[src/rtl/divuint_arb.sv]
// Round-robin arbiter that shares one divuint divider among NUM_REQ requesters.
// Sequences the divider's enable/busy/done handshake per grant and returns results with a watchdog.
module divuint_arb #(
   parameter int unsigned DATA_WIDTH = 10,
   parameter int unsigned NUM_REQ    = 4,
   parameter int unsigned TIMEOUT    = 64
) (
   input  logic                          clk,
   input  logic                          rst_n,
   input  logic [NUM_REQ-1:0]            req_i,
   input  logic [NUM_REQ*DATA_WIDTH-1:0] a_i,
   input  logic [NUM_REQ*DATA_WIDTH-1:0] b_i,
   output logic [NUM_REQ-1:0]            grant_o,
   output logic [NUM_REQ-1:0]            rsp_valid_o,
   output logic [DATA_WIDTH-1:0]         rsp_quot_o,
   output logic [DATA_WIDTH-1:0]         rsp_rem_o,
   output logic                          rsp_dbz_o,
   output logic                          rsp_err_o,
   output logic                          busy_o,
   output logic                          div_enable_o,
   output logic [DATA_WIDTH-1:0]         div_a_o,
   output logic [DATA_WIDTH-1:0]         div_b_o,
   input  logic                          div_busy_i,
   input  logic                          div_done_i,
   input  logic                          div_valid_i,
   input  logic                          div_dbz_i,
   input  logic [DATA_WIDTH-1:0]         div_quot_i,
   input  logic [DATA_WIDTH-1:0]         div_rem_i
);

   localparam int unsigned IdxW = $clog2(NUM_REQ);
   localparam int unsigned CntW = $clog2(TIMEOUT);
   localparam logic [CntW-1:0] CntLast = CntW'(TIMEOUT - 1);
   localparam logic [IdxW-1:0] IdxLast = IdxW'(NUM_REQ - 1);

   typedef enum logic [1:0] {StIdle, StIssue, StWait, StResp} state_e;

   state_e                  state_q, state_d;
   logic [NUM_REQ-1:0]      grant_q, grant_d;
   logic [NUM_REQ-1:0]      rsp_valid_q, rsp_valid_d;
   logic [IdxW-1:0]         last_q, last_d;
   logic [DATA_WIDTH-1:0]   a_q, a_d, b_q, b_d;
   logic [DATA_WIDTH-1:0]   quot_q, quot_d, rem_q, rem_d;
   logic                    dbz_q, dbz_d, err_q, err_d;
   logic                    busy_q, busy_d, en_q, en_d;
   logic [CntW-1:0]         cnt_q, cnt_d;

   logic                    pick_found;
   logic [IdxW-1:0]         pick_idx;
   logic [DATA_WIDTH-1:0]   pick_a, pick_b;
   int unsigned             cand;

   // Search upward from last+1 so the previous owner has lowest priority.
   always_comb begin
      pick_found = 1'b0;
      pick_idx   = last_q;
      pick_a     = '0;
      pick_b     = '0;
      cand       = 0;
      for (int unsigned i = 1; i <= NUM_REQ; i++) begin
         cand = (32'(last_q) + i) % NUM_REQ;
         if (!pick_found && req_i[IdxW'(cand)]) begin
            pick_found = 1'b1;
            pick_idx   = IdxW'(cand);
            pick_a     = a_i[cand*DATA_WIDTH +: DATA_WIDTH];
            pick_b     = b_i[cand*DATA_WIDTH +: DATA_WIDTH];
         end
      end
   end

   always_comb begin
      state_d     = state_q;
      grant_d     = grant_q;
      rsp_valid_d = '0;
      last_d      = last_q;
      a_d         = a_q;
      b_d         = b_q;
      quot_d      = quot_q;
      rem_d       = rem_q;
      dbz_d       = dbz_q;
      err_d       = err_q;
      en_d        = 1'b0;
      cnt_d       = cnt_q;
      unique case (state_q)
         StIdle: begin
            if (pick_found) begin
               grant_d = NUM_REQ'(1) << pick_idx;
               last_d  = pick_idx;
               a_d     = pick_a;
               b_d     = pick_b;
               state_d = StIssue;
            end
         end
         StIssue: begin
            if (!div_busy_i) begin
               en_d    = 1'b1;
               cnt_d   = '0;
               state_d = StWait;
            end
         end
         StWait: begin
            cnt_d = cnt_q + 1'b1;
            // A done seen while our own enable is still high belongs to nothing we issued.
            if (div_done_i && !en_q) begin
               rsp_valid_d = grant_q;
               state_d     = StResp;
               quot_d      = '0;
               rem_d       = '0;
               dbz_d       = 1'b0;
               err_d       = 1'b0;
               if (div_dbz_i) begin
                  dbz_d = 1'b1;
               end else if (div_valid_i) begin
                  quot_d = div_quot_i;
                  rem_d  = div_rem_i;
               end else begin
                  err_d = 1'b1;
               end
            end else if (cnt_q == CntLast) begin
               rsp_valid_d = grant_q;
               state_d     = StResp;
               quot_d      = '0;
               rem_d       = '0;
               dbz_d       = 1'b0;
               err_d       = 1'b1;
            end
         end
         StResp: begin
            grant_d = '0;
            state_d = StIdle;
         end
         default: begin
            grant_d = '0;
            state_d = StIdle;
         end
      endcase
      busy_d = (state_d != StIdle);
   end

   always_ff @(posedge clk or negedge rst_n) begin
      if (!rst_n) begin
         state_q     <= StIdle;
         grant_q     <= '0;
         rsp_valid_q <= '0;
         last_q      <= IdxLast;
         a_q         <= '0;
         b_q         <= '0;
         quot_q      <= '0;
         rem_q       <= '0;
         dbz_q       <= 1'b0;
         err_q       <= 1'b0;
         busy_q      <= 1'b0;
         en_q        <= 1'b0;
         cnt_q       <= '0;
      end else begin
         state_q     <= state_d;
         grant_q     <= grant_d;
         rsp_valid_q <= rsp_valid_d;
         last_q      <= last_d;
         a_q         <= a_d;
         b_q         <= b_d;
         quot_q      <= quot_d;
         rem_q       <= rem_d;
         dbz_q       <= dbz_d;
         err_q       <= err_d;
         busy_q      <= busy_d;
         en_q        <= en_d;
         cnt_q       <= cnt_d;
      end
   end

   assign grant_o      = grant_q;
   assign rsp_valid_o  = rsp_valid_q;
   assign rsp_quot_o   = quot_q;
   assign rsp_rem_o    = rem_q;
   assign rsp_dbz_o    = dbz_q;
   assign rsp_err_o    = err_q;
   assign busy_o       = busy_q;
   assign div_enable_o = en_q;
   assign div_a_o      = a_q;
   assign div_b_o      = b_q;

endmodule

[config.mk]
export PLATFORM = sky130hd
export DESIGN_NAME = divuint_arb
export DESIGN_NICKNAME = d
export VERILOG_FILES = /design/src/rtl/divuint_arb.sv
export SDC_FILE = /design/constraint.sdc
export NUM_CORES = 1
export LEC_CHECK = 0
export ABC_AREA = 0
export CORE_UTILIZATION = 48
export CTS_CLUSTER_DIAMETER = 30
export DETAILED_ROUTE_END_ITERATION = 10
export HOLD_SLACK_MARGIN = 0.12
export PLACE_DENSITY = 0.83
export SLEW_MARGIN = 30
export SYNTH_ARGS = -nofsm -noshare
export SYNTH_HDL_FRONTEND = slang
export SYNTH_SLANG_ARGS = --single-unit
export TNS_END_PERCENT = 30
[constraint.sdc]
create_clock -name clk -period 2.7 [get_ports clk]
set_clock_uncertainty 0.15 [all_clocks]
set_input_delay 0.27 -clock clk [delete_from_list [all_inputs] [get_ports clk]]
set_output_delay 0.27 -clock clk [all_outputs]
set_load 0.02 [all_outputs]
==> results.yml <==
outcome:
  status: "finished clean"
logic_synthesis:
  avgSynthCellArea_sq_um: 9.02
  ys_seq_area_frac: 0.309
  syn_inst: 557
  synth_edf_count: 0
  ys.flop_type: "dfrtp_1"
  ys_types: 46
  async_flop_share: 1.00
  synth_nets: 668
  syn_area_sq_um: 5030
  synth_seq_cells: 62
  yosys_warnings: 0
final_layout:
  antennaDiodeCount: 0
  finalNetCount: 809
  drive_above_1_share: 0.128
  syn_to_final_growth_pct: 40.1
  fill_cells: 746
  final_cells: 836
pwr:
  p_leak_nw: 2.91
  power.total_mw: 6.90
  p_per_area_nw_per_um2: 979
  max-vdd-ir-drop_mv: 0.549
clock_tree:
  cts_tree: "built"
  cts_buffers: 9
  clk_latency_ns: 0.33
  clock_sinks: 62
  path_clk_slew_ns: 0.07
  clock_tree.root_cell: "clkbuf_8"
  postCtsSetupBuffers: 0
  clockBufferDepth: 2
  cts_max_level: 3
global_routing:
  grt_pass1_vias: 4835
  grt-ovfl-total: 0
  antenna_found_initial: 0
  track_usage: 0.259
  grt_max_degree: 66
  grt_pass1_wl_um: 23000
worst_setup_path:
  crit_type: "reg -> reg"
  crit_path_end_kind: "flip-flop"
  worstPathMaxFanout: 37
  cp_slowest_cell: "dfstp_4"
  cpPeakStageDelay_ns: 0.75
  r2r.worst_path.cells: 7
  path_cells: "buf_4 -> nor2_1 -> a31oi_2 -> buf_12 -> o221ai_1 -> a211o_1 -> a22o_1"
  required_ns: 2.77
  start_kind: "flip-flop"
  critPathArrivalTime_ns: 2.62
sta:
  rsz0062_at_grt: "false"
  period_needed_ns: 2.56
  max_slew.worst_pin.slew_ns: 0.765
  timing.fmax_mhz: 391
  slew_headroom: 0.490
  tns_ns: 0
  period_share: 0.947
  whs_ns: 0.334
  hold_violations: 0
  setup_violations: 0
  final_max_slew_viol_count: 0
detailed_routing:
  num_vias: 5002
  drt-pass1-iter-count: 4
  drc: 0
  dr.first_iter.drc_count: 301
  routedWlPerCell_um: 17.3
  drt-total-wl_um: 14400
  viasPerCell: 5.98
  drtAntennaViolNets: 0
placed_design:
  io_buffers: 161
  routabilityCongestion: 0.810
  dpl.hpwl_um: 9960
  dp_cells: 818
floorplan:
  die_x_um: 104
  die_y_um: 104
  rows: 36
  io-pin-count: 162
  die_area_sq_um: 10900
  start_util: 0.505
  coreArea_sq_um: 9950
run:
  cap_violations: 0
worst_hold_path:
  min_path_type: "reg -> reg"
  hold_depth: 2
## layout by cell type (no fill, tap or decap), types with 2 or more instances in the layout
master and count:
o31ai_1 5, clkbuf_8 10, clkinv_2 3, nor2_1 11, a21oi_1 24, dfstp_4 2, and3_1 5, inv_1 2
clkdlybuf4s50_1 160, o21ai_0 75, a31oi_2 2, nor4b_1 2, o221ai_1 21, dfrtp_1 60, or2_2 2, buf_4 14
nor2b_1 7, mux2_2 20, mux2i_1 61, buf_12 8, or3_1 2, nor3_1 2, a22o_1 21, nand2b_1 6
nand2_1 112, a211o_1 20, mux4_2 22
## kinds of logic after synthesis
logic type / count (synthesis) / synth area share
AOI/OAI and AO/OA: 175 / 0.227
adders and majority gates: 1 / 0.00249
buffers and inverters: 57 / 0.0597
DFF: 62 / 0.309
muxes: 102 / 0.260
and+or+nand+nor: 160 / 0.141
## layout make-up
type / instances / area, sq um / share of cell area
Clock buffer: 10 / 138 / 0.0195
Clock inverter: 6 / 61.3 / 0.00871
Inverter: 2 / 7.51 / 0.00107
Multi-Input combinational cell: 439 / 3230 / 0.458
Sequential cell: 62 / 1560 / 0.222
Tap cell: 133 / 166 / 0.0236
Timing Repair Buffer: 184 / 1880 / 0.267
## sequential cells by signal, summed over array words and instances, names as in the netlist
signal,flops
busy_o,1
cnt_q,6
div_a_o,10
div_b_o,10
div_enable_o,1
grant_o,4
last_q,2
rsp_dbz_o,1
rsp_err_o,1
rsp_quot_o,10
rsp_rem_o,10
rsp_valid_o,4
state_q,2
## synthesized netlist by cell type, types with 3 or more instances
cell type / number / share of area
o21ai_0: 75 / 0.075
nor2b_1: 7 / 0.0087
o31ai_1: 5 / 0.0075
buf_2: 21 / 0.021
buf_6: 7 / 0.016
a211o_1: 20 / 0.035
mux4_2: 21 / 0.094
dfrtp_1: 60 / 0.30
a22o_1: 21 / 0.037
nand2_1: 112 / 0.084
buf_1: 3 / 0.0022
nand2b_1: 6 / 0.0075
clkbuf_1: 22 / 0.016
a21oi_1: 24 / 0.024
and3_1: 5 / 0.0062
mux2i_1: 61 / 0.12
nor2_1: 11 / 0.0082
o221ai_1: 21 / 0.037
mux2_2: 20 / 0.045
## metrics by stage
step,setup slack [ns],instance area (sq um),utilization
floorplan,0.372,5030,-
global placement,0.0870,6800,0.683
detailed placement,-0.0338,6810,0.684
CTS,0.0634,7020,0.705
global route,0.0381,7040,0.707
finish,0.144,7040,0.707
## power breakdown
part / total [mW] / switching [mW] / leakage [nW] / internal [mW]
registers: 1.57 / 0.298 / 0.812 / 1.27
clock network: 0.821 / 0.373 / 0.102 / 0.448
logic: 4.51 / 2.26 / 2.00 / 2.24
total: 6.90 / 2.93 / 2.91 / 3.96
## routing by layer
| metal | global-route usage | part of all wire | vias up |
|---|---|---|---|
| met5 | 0 | 0 | - |
| met4 | 0.0786 | 0.019 | 0 |
| met3 | 0.0457 | 0.052 | 31 |
| met2 | 0.447 | 0.49 | 180 |
| met1 | 0.328 | 0.44 | 2422 |
| li1 | - | - | 2369 |
## critical path: cells and delay by family, from the launching register on
kind | cells | cell delay, ns
AOI/OAI and AO/OA | 4 | 0.86
buffers and inverters | 2 | 0.58
DFF | 1 | 0.75
and+or+nand+nor | 1 | 0.09
## path summary, 6_finish.rpt
check	end	from	slack, ns
setup / recovery	div_a_o[7]	last_q[0]	0.14
hold reg to reg	rsp_quot_o[3]	rsp_quot_o[3]	0.33
min in group asynchronous	div_b_o[1]	rst_n	0.39
hold / removal	rsp_quot_o[3]	rsp_quot_o[3]	0.33
max in group asynchronous	div_a_o[1]	rst_n	1.30
setup reg to reg	div_a_o[7]	last_q[0]	0.14
## timing repair
item,CTS,global route
hold buffers,1,0
resized for setup,0,1
setup endpoints to repair,0,3
hold endpoints to repair,30,0
Power figures use the tool's default switching activity.
